==> config.mk <==
export PLATFORM = sky130hd
export DESIGN_NAME = i2c_tx_arbiter
export DESIGN_NICKNAME = d
export VERILOG_FILES = /design/src/rtl/i2c_tx_arbiter.sv
export SDC_FILE = /design/constraint.sdc
export NUM_CORES = 1
export LEC_CHECK = 0
export CORE_AREA = 2 2 260 262
export CTS_CLUSTER_DIAMETER = 120
export DETAILED_ROUTE_END_ITERATION = 10
export DIE_AREA = 0 0 262 264
export GPL_TIMING_DRIVEN = 0
export SYNTH_ARGS = -nofsm -noshare
export SYNTH_HDL_FRONTEND = slang
export SYNTH_SLANG_ARGS = --single-unit
export TNS_END_PERCENT = 10
==> constraint.sdc <==
create_clock -name clk -period 1.9 [get_ports clk]
set_input_delay 0.285 -clock clk [delete_from_list [all_inputs] [get_ports clk]]
set_output_delay 0.285 -clock clk [all_outputs]
set_load 0.005 [all_outputs]
==> src/rtl/i2c_tx_arbiter.sv <==
`default_nettype none
// ============================================================================
// Module      : i2c_tx_arbiter
// Description : Round-robin arbiter sharing the I2C transmit FIFO write port
//               among NUM_REQ producers, with registered write outputs.
// Revision    : 1.0 - initial release
// ============================================================================
module i2c_tx_arbiter #(
    parameter int NUM_REQ = 4,
    parameter int DATA_W  = 128,
    parameter int CNT_W   = 16
) (
    input  logic                      clk,
    input  logic                      rst,
    input  logic                      pause,
    input  logic [NUM_REQ-1:0]        req,
    input  logic [NUM_REQ*DATA_W-1:0] req_data,
    output logic [NUM_REQ-1:0]        grant,
    input  logic                      fifo_full,
    output logic                      write_enable,
    output logic [DATA_W-1:0]         write_data,
    output logic                      busy,
    output logic [CNT_W-1:0]          write_count
);

    localparam int              IDX_W      = $clog2(NUM_REQ);
    localparam logic [0:0]      S_IDLE     = 1'b0;
    localparam logic [0:0]      S_ISSUE    = 1'b1;
    localparam logic [IDX_W:0]  C_NUM_REQ  = (IDX_W+1)'(NUM_REQ);
    localparam logic [IDX_W-1:0] C_LAST_RST = IDX_W'(NUM_REQ-1);

    logic [0:0]         r_state;
    logic [IDX_W-1:0]   r_last;
    logic [NUM_REQ-1:0] r_grant;
    logic               r_write_enable;
    logic               r_busy;
    logic [DATA_W-1:0]  r_write_data;
    logic [CNT_W-1:0]   r_write_count;

    logic               w_found;
    logic [IDX_W-1:0]   w_winner;
    logic [IDX_W:0]     w_sum;
    logic [DATA_W-1:0]  w_data;
    logic [NUM_REQ-1:0] w_grant;
    logic               w_start;

    // Search from last+1 upward, wrapping; the first active request wins.
    always_comb begin
        w_found  = 1'b0;
        w_winner = '0;
        w_sum    = '0;
        for (int k = 1; k <= NUM_REQ; k++) begin
            w_sum = {1'b0, r_last} + (IDX_W+1)'(k);
            if (w_sum >= C_NUM_REQ) begin
                w_sum = w_sum - C_NUM_REQ;
            end
            if (!w_found && req[w_sum[IDX_W-1:0]]) begin
                w_found  = 1'b1;
                w_winner = w_sum[IDX_W-1:0];
            end
        end
    end

    always_comb begin
        w_data = '0;
        for (int i = 0; i < NUM_REQ; i++) begin
            if (w_winner == IDX_W'(i)) begin
                w_data = req_data[i*DATA_W +: DATA_W];
            end
        end
    end

    assign w_grant = NUM_REQ'(1) << w_winner;
    assign w_start = (r_state == S_IDLE) && !pause && !fifo_full && w_found;

    always_ff @(posedge clk) begin
        if (rst) begin
            r_state        <= S_IDLE;
            r_last         <= C_LAST_RST;
            r_grant        <= '0;
            r_write_enable <= 1'b0;
            r_busy         <= 1'b0;
            r_write_data   <= '0;
            r_write_count  <= '0;
        end else begin
            case (r_state)
                S_IDLE: begin
                    if (w_start) begin
                        r_state        <= S_ISSUE;
                        r_last         <= w_winner;
                        r_grant        <= w_grant;
                        r_write_enable <= 1'b1;
                        r_busy         <= 1'b1;
                        r_write_data   <= w_data;
                    end
                end
                S_ISSUE: begin
                    // Write is committed regardless of pause/full/req changes now.
                    r_state        <= S_IDLE;
                    r_grant        <= '0;
                    r_write_enable <= 1'b0;
                    r_busy         <= 1'b0;
                    r_write_count  <= r_write_count + 1'b1;
                end
                default: begin
                    r_state <= S_IDLE;
                end
            endcase
        end
    end

    assign grant        = r_grant;
    assign write_enable = r_write_enable;
    assign write_data   = r_write_data;
    assign busy         = r_busy;
    assign write_count  = r_write_count;

endmodule
`default_nettype wire

# Word-level counts from Yosys, hierarchy flattened
# Index checks and enable logic that the tools add are counted.
# totals
register_bits,152
inputBits,520
elab_cells,72
# classes
n_addsub,9
n_lt_le_gt_ge,8
eq_ne,4
shift,1
mux,30
n_bitwise,1
n_reduce_logical,13
# ops
operator,n
$mux 128,4
$add 16x1->16 const B,1
$mux 2,8
$ge 3x3->1 const B,4
$lt 2x3->1 const B,4
$mux 1,10
$bmux 1 s2,4
$pmux 4 s2,1
$sub 2x1->2 const B,4
$add 2x2->3 const B,2
$logic_and 1x1->1,6
$logic_not 1->1,5
$eq 2x2->1 const B,2
$mux 4,1
$pmux 1 s2,2
$shl 1x2->4 const A,1
$add 2x1->3 const B,1
$add 2x3->3 const B,1
$eq 2x1->1 const B,1
$logic_not 2->1,1
$ne 2x2->1 const B,1
$reduce_and 2->1,1
$not 1->1,1

# Longest topological paths before layout
# depth
depth_word,20
depth_mapped,8
ltp_nobuf,6

# Worst setup path before layout
# Ideal clock, no wire load.
# synth_path
kind,flip-flop to flip-flop
from,reg r_state
to,"reg r_write_data[21], in the netlist write_data[21]"
setup_ns,0.092
t_arrival_ns,1.680
t_required_ns,1.808
setup_slack_ns,0.128
path_stages_with_launch,8
n_path_buf,3
period_less_slack_ns,1.772
path_cell_list,dfxtp_1 > or4_1 > buf_2 > nor2_4 > buf_6 > buf_6 > o21ai_0 > o32ai_1
# synth_between
elab_chain_cells,5
# synth_lines
item,line_no,rtl
start: declaration,32,logic [0:0] r_state;
start signal: assignment,78,r_state <= S_IDLE;
start signal: assignment,89,r_state <= S_ISSUE;
start signal: assignment,99,r_state <= S_IDLE;
$not 1->1 (no line) *,--,
$logic_and 1x1->1 (3 in a row),74,assign w_start = (r_state == S_IDLE) && !pause && !fifo_full && w_found;
$reduce_and 2->1 (no line) *,--,
end signal: assignment,94,r_write_data <= w_data;
end: declaration,37,logic [DATA_W-1:0] r_write_data;
# Mark *: on every way between the ends. The rest lies on a longest branch, timed or not.
# A chain may end at the register's enable or synchronous reset.

# Worst setup path after layout
# layout_path
from,reg r_state
to,"reg r_write_data[124], in the netlist write_data[124]"
# Same word-level chain as after synthesis.

==> metrics.md <==
| Metric | Value |
|---|---|
| Fin Setup TNS | -7.04 ns |
| Slew at the pin closest to its max-slew limit | 0.958 ns |
| Final net count | 2,338 |
| Final core utilization | about 28% |
| Grt ovf | 0 |
| Root buf cell | clkbuf_16 |
| Area share of fa/ha/maj cells after synthesis | 0.141% |
| DRC Markers | 0 |
| Synthesized instance count | between 1,000 and 1,500 |
| Slowest stage cell, crit path | or4_4 |
| Post-Synth XOR/XNOR Area | 1.18% |
| Drt wl/cell | between 20 and 30 um |
| Mapped Area | between 8000 and 9000 um2 |
| Synth-to-Final Area Change | 113% |
| FMAX | between 0.4 and 0.5 GHz |
| Reg clk slew, reported paths | about 0.080 ns |
| Max-slew headroom at the worst pin | ~36% |
| First-pass GRT wire length | 91,100 um |
| Antenna viol nets, final | 0 |
| Fin crit share | 107% |
| Dpl cell area | 16,700 um2 |
| Mux cell area share after synthesis | 5.74% |
| Largest family of logic cells by synthesized area | compound AO/OA/AOI/OAI gates |
| Fill count | 6,984 |
| I/O pins | 670 |
| CP startpoint | r_state |
| Layout cells sized above 1 | 15.2% |
| Worst VDD drop | 0.000532 V |
| Pwr Density | about 620 nW/um2 |
| Failing checks | negative setup slack |
| Final hold vios | 0 |
| # setup viols final | about 130 |
| Max-slew violations | 0 |
| Crit path max fanout | 10 |
| Synth unique cells | 39 |
| Die area | ~70,000 um2 |
| Worst Setup EP | write_data[124] |
| FF-to-FF End | write_data[124] |
| Die X | 262 um |
| FF-to-FF Start | r_state |
| Starting Density | 13.4% |
| Clk sinks | ~150 |
| Final HPWL DP | 52,200 um |
| Site Rows | 95 |
| CTS tree | done |
| Post-synthesis simple-gate area fraction | about 16% |
| Initial antenna violation count | 14 |
| Pre-antenna DRT Iters | 4 |
| Cts hold-fix bufs | 0 |
| PnR worst setup slack | -0.140 ns |
| Max Cap Viol | 0 |
| Commonest non-fill, non-tap cell in the layout | clkdlybuf4s50_1 |
| Post-synthesis sequential area ratio | roughly 34% |
| Type of destination of the critical path | register |
| Worst EP required | 2.27 ns |
| Via count | 12,900 |
| DRT Wirelength | 68,000 um |
| Port bufs | 668 |
| Unrepaired setup endpoints after global routing | true |
| CP Launch Type | register |
| Total track usage | 18.4% |
| Synth Warn # | 0 |
| Clock skew | 0.00868 ns |
| Hold/Removal Path Class | input port to register |
| Commonest cells after routing, fill and taps aside | 663 x clkdlybuf4s50_1, 148 x dfxtp_1, 106 x a21oi_1, 106 x nand2_1, 99 x nor3_1 |
| Vias per std cell | 4.74 |
| Reg2reg path depth | 7 |
| Cell area after layout | 18,900 um2 |
| Final Wtd Congestion | 0.925 |
| Status | complete, but fails checks |
| Critical path arrival | between 2 and 2.5 ns |
| Crit-path max cell delay | 0.58 ns |
| Synthesized flop and latch total | ~150 |
| Synth Area in Compound Gates | a little over a third |
| Crit-path cells | or4_4, nor2_4, buf_4, buf_12, buf_6, o21ai_0, o32ai_1 |
| CTS buffer count | 17 |
| Syn avg cell area | 8.06 um2 |
| Iter 0 DRT Violations | 844 |
| Minimum clock period | 2.04 ns |
| Clock H-tree levels | 4 |
| Largest net degree at the start of global routing | 17 |
| Chip Height | 264 um |
| Clock buffer depth | 2 |
| Skew-Pair Late Insertion Delay | 0.48 ns |
| CP Class | register to register |
| Core Area | 66,600 um2 |
| Vias in the first global route | 13,000 |
| Lkg Pwr | 6.39 nW |
| Syn Nets | 1,625 |
| R2R setup slack | -0.14 ns |
## through the flow
stage                     std cells  setup WS (ns)  power, mW  hold slack [ns]
final                          2713         -0.140       11.8            0.455
after global routing           2706         -0.219       12.3            0.451
after CTS                      2699         -0.195       11.7            0.414
after detailed placement       2646          -1.76       7.47            0.482
after global placement         2645          -2.23       7.43            0.470
after floorplan                1104          0.128       5.02            0.474
## state kept, by name (all words and copies together), names as in the netlist
signal,flops
write_count,16
r_state,1
write_data,128
grant,4
busy,1
r_last,2
## worst min path at each step
stage / from / endpoint / slack [ns] / cells past startpoint
after floorplan: r_last[0] / r_last[0] / 0.47 / 1
after global placement: grant[0] / grant[0] / 0.47 / 2
after detailed placement: grant[3] / grant[3] / 0.48 / 2
after CTS: req_data[351] / write_data[95] / 0.41 / 3
after global routing: req_data[260] / write_data[4] / 0.45 / 3
final: req_data[195] / write_data[67] / 0.46 / 3
## Yosys cell counts, drive strengths merged
cell | instances | area [um2]
a211o | 2 | 17.5
buf | 59 | 319
or3 | 3 | 18.8
nor2 | 20 | 85.1
nand3b | 30 | 225
o2bb2ai | 1 | 8.76
a21oi | 110 | 551
nand2 | 109 | 412
nor4 | 2 | 18.8
and3 | 3 | 18.8
o21ai | 108 | 541
nand4 | 5 | 31.3
dfxtp | 152 | 3040
nor3 | 104 | 521
xor2 | 8 | 70.1
or4 | 1 | 7.51
nand2b | 2 | 12.5
ha | 1 | 12.5
xnor2 | 4 | 35.0
and4 | 2 | 17.5
a2bb2oi | 102 | 893
inv | 2 | 7.51
o31ai | 2 | 15.0
mux2i | 51 | 510
clkbuf | 77 | 289
o32ai | 103 | 902
or2 | 1 | 6.26
nor2b | 4 | 25.0
a21boi | 1 | 7.51
o221ai | 26 | 228
nand3 | 9 | 45.0
## critical path, delay by kind of cell, from the launching register on
family,cells,cell delay (ns)
compound gates,2,0.42
buf+inv,3,0.41
simple gates,2,0.73
flops,1,0.36
## cell type report
cell class / count / area, um2 / share of cell area (%)
Timing Repair Buffer: 696 / 7120 / 37.6
Tap cell: 873 / 1090 / 5.77
Sequential cell: 152 / 3050 / 16.1
Buffer: 134 / 1120 / 5.94
Antenna cell: 10 / 25.0 / 0.132
Multi-Input combinational cell: 814 / 5880 / 31.1
Clock buffer: 18 / 439 / 2.32
Inverter: 2 / 7.51 / 0.0397
Clock inverter: 14 / 185 / 0.979
## timing repair
item	in CTS	in global routing
setup buffers	16	3
cloned	6	3
endpoints found under the setup margin	154	134
pin swaps	67	35
gates resized for setup	235	139
## where the power goes
part	total, mW	internal, mW	switching, mW
sequential	3.58	3.41	0.165
combinational	4.37	2.32	2.05
clock	3.87	2.14	1.73
total	11.8	7.87	3.94
## cells by family after synthesis
group,count (synthesis)
AO/OA/AOI/OAI,455
XOR/XNOR,12
adder cells (fa/ha/maj),1
buffers and inverters,138
flip-flops,152
multiplexers,51
AND/OR/NAND/NOR,295
## routing by layer
layer  part of all wire [%]  GRT usage (%)
met5                   0.10              0
met4                    3.7           7.68
met3                    8.7           5.46
met2                     48           31.5
met1                     39           21.1
(Power assumes the default switching activity.)
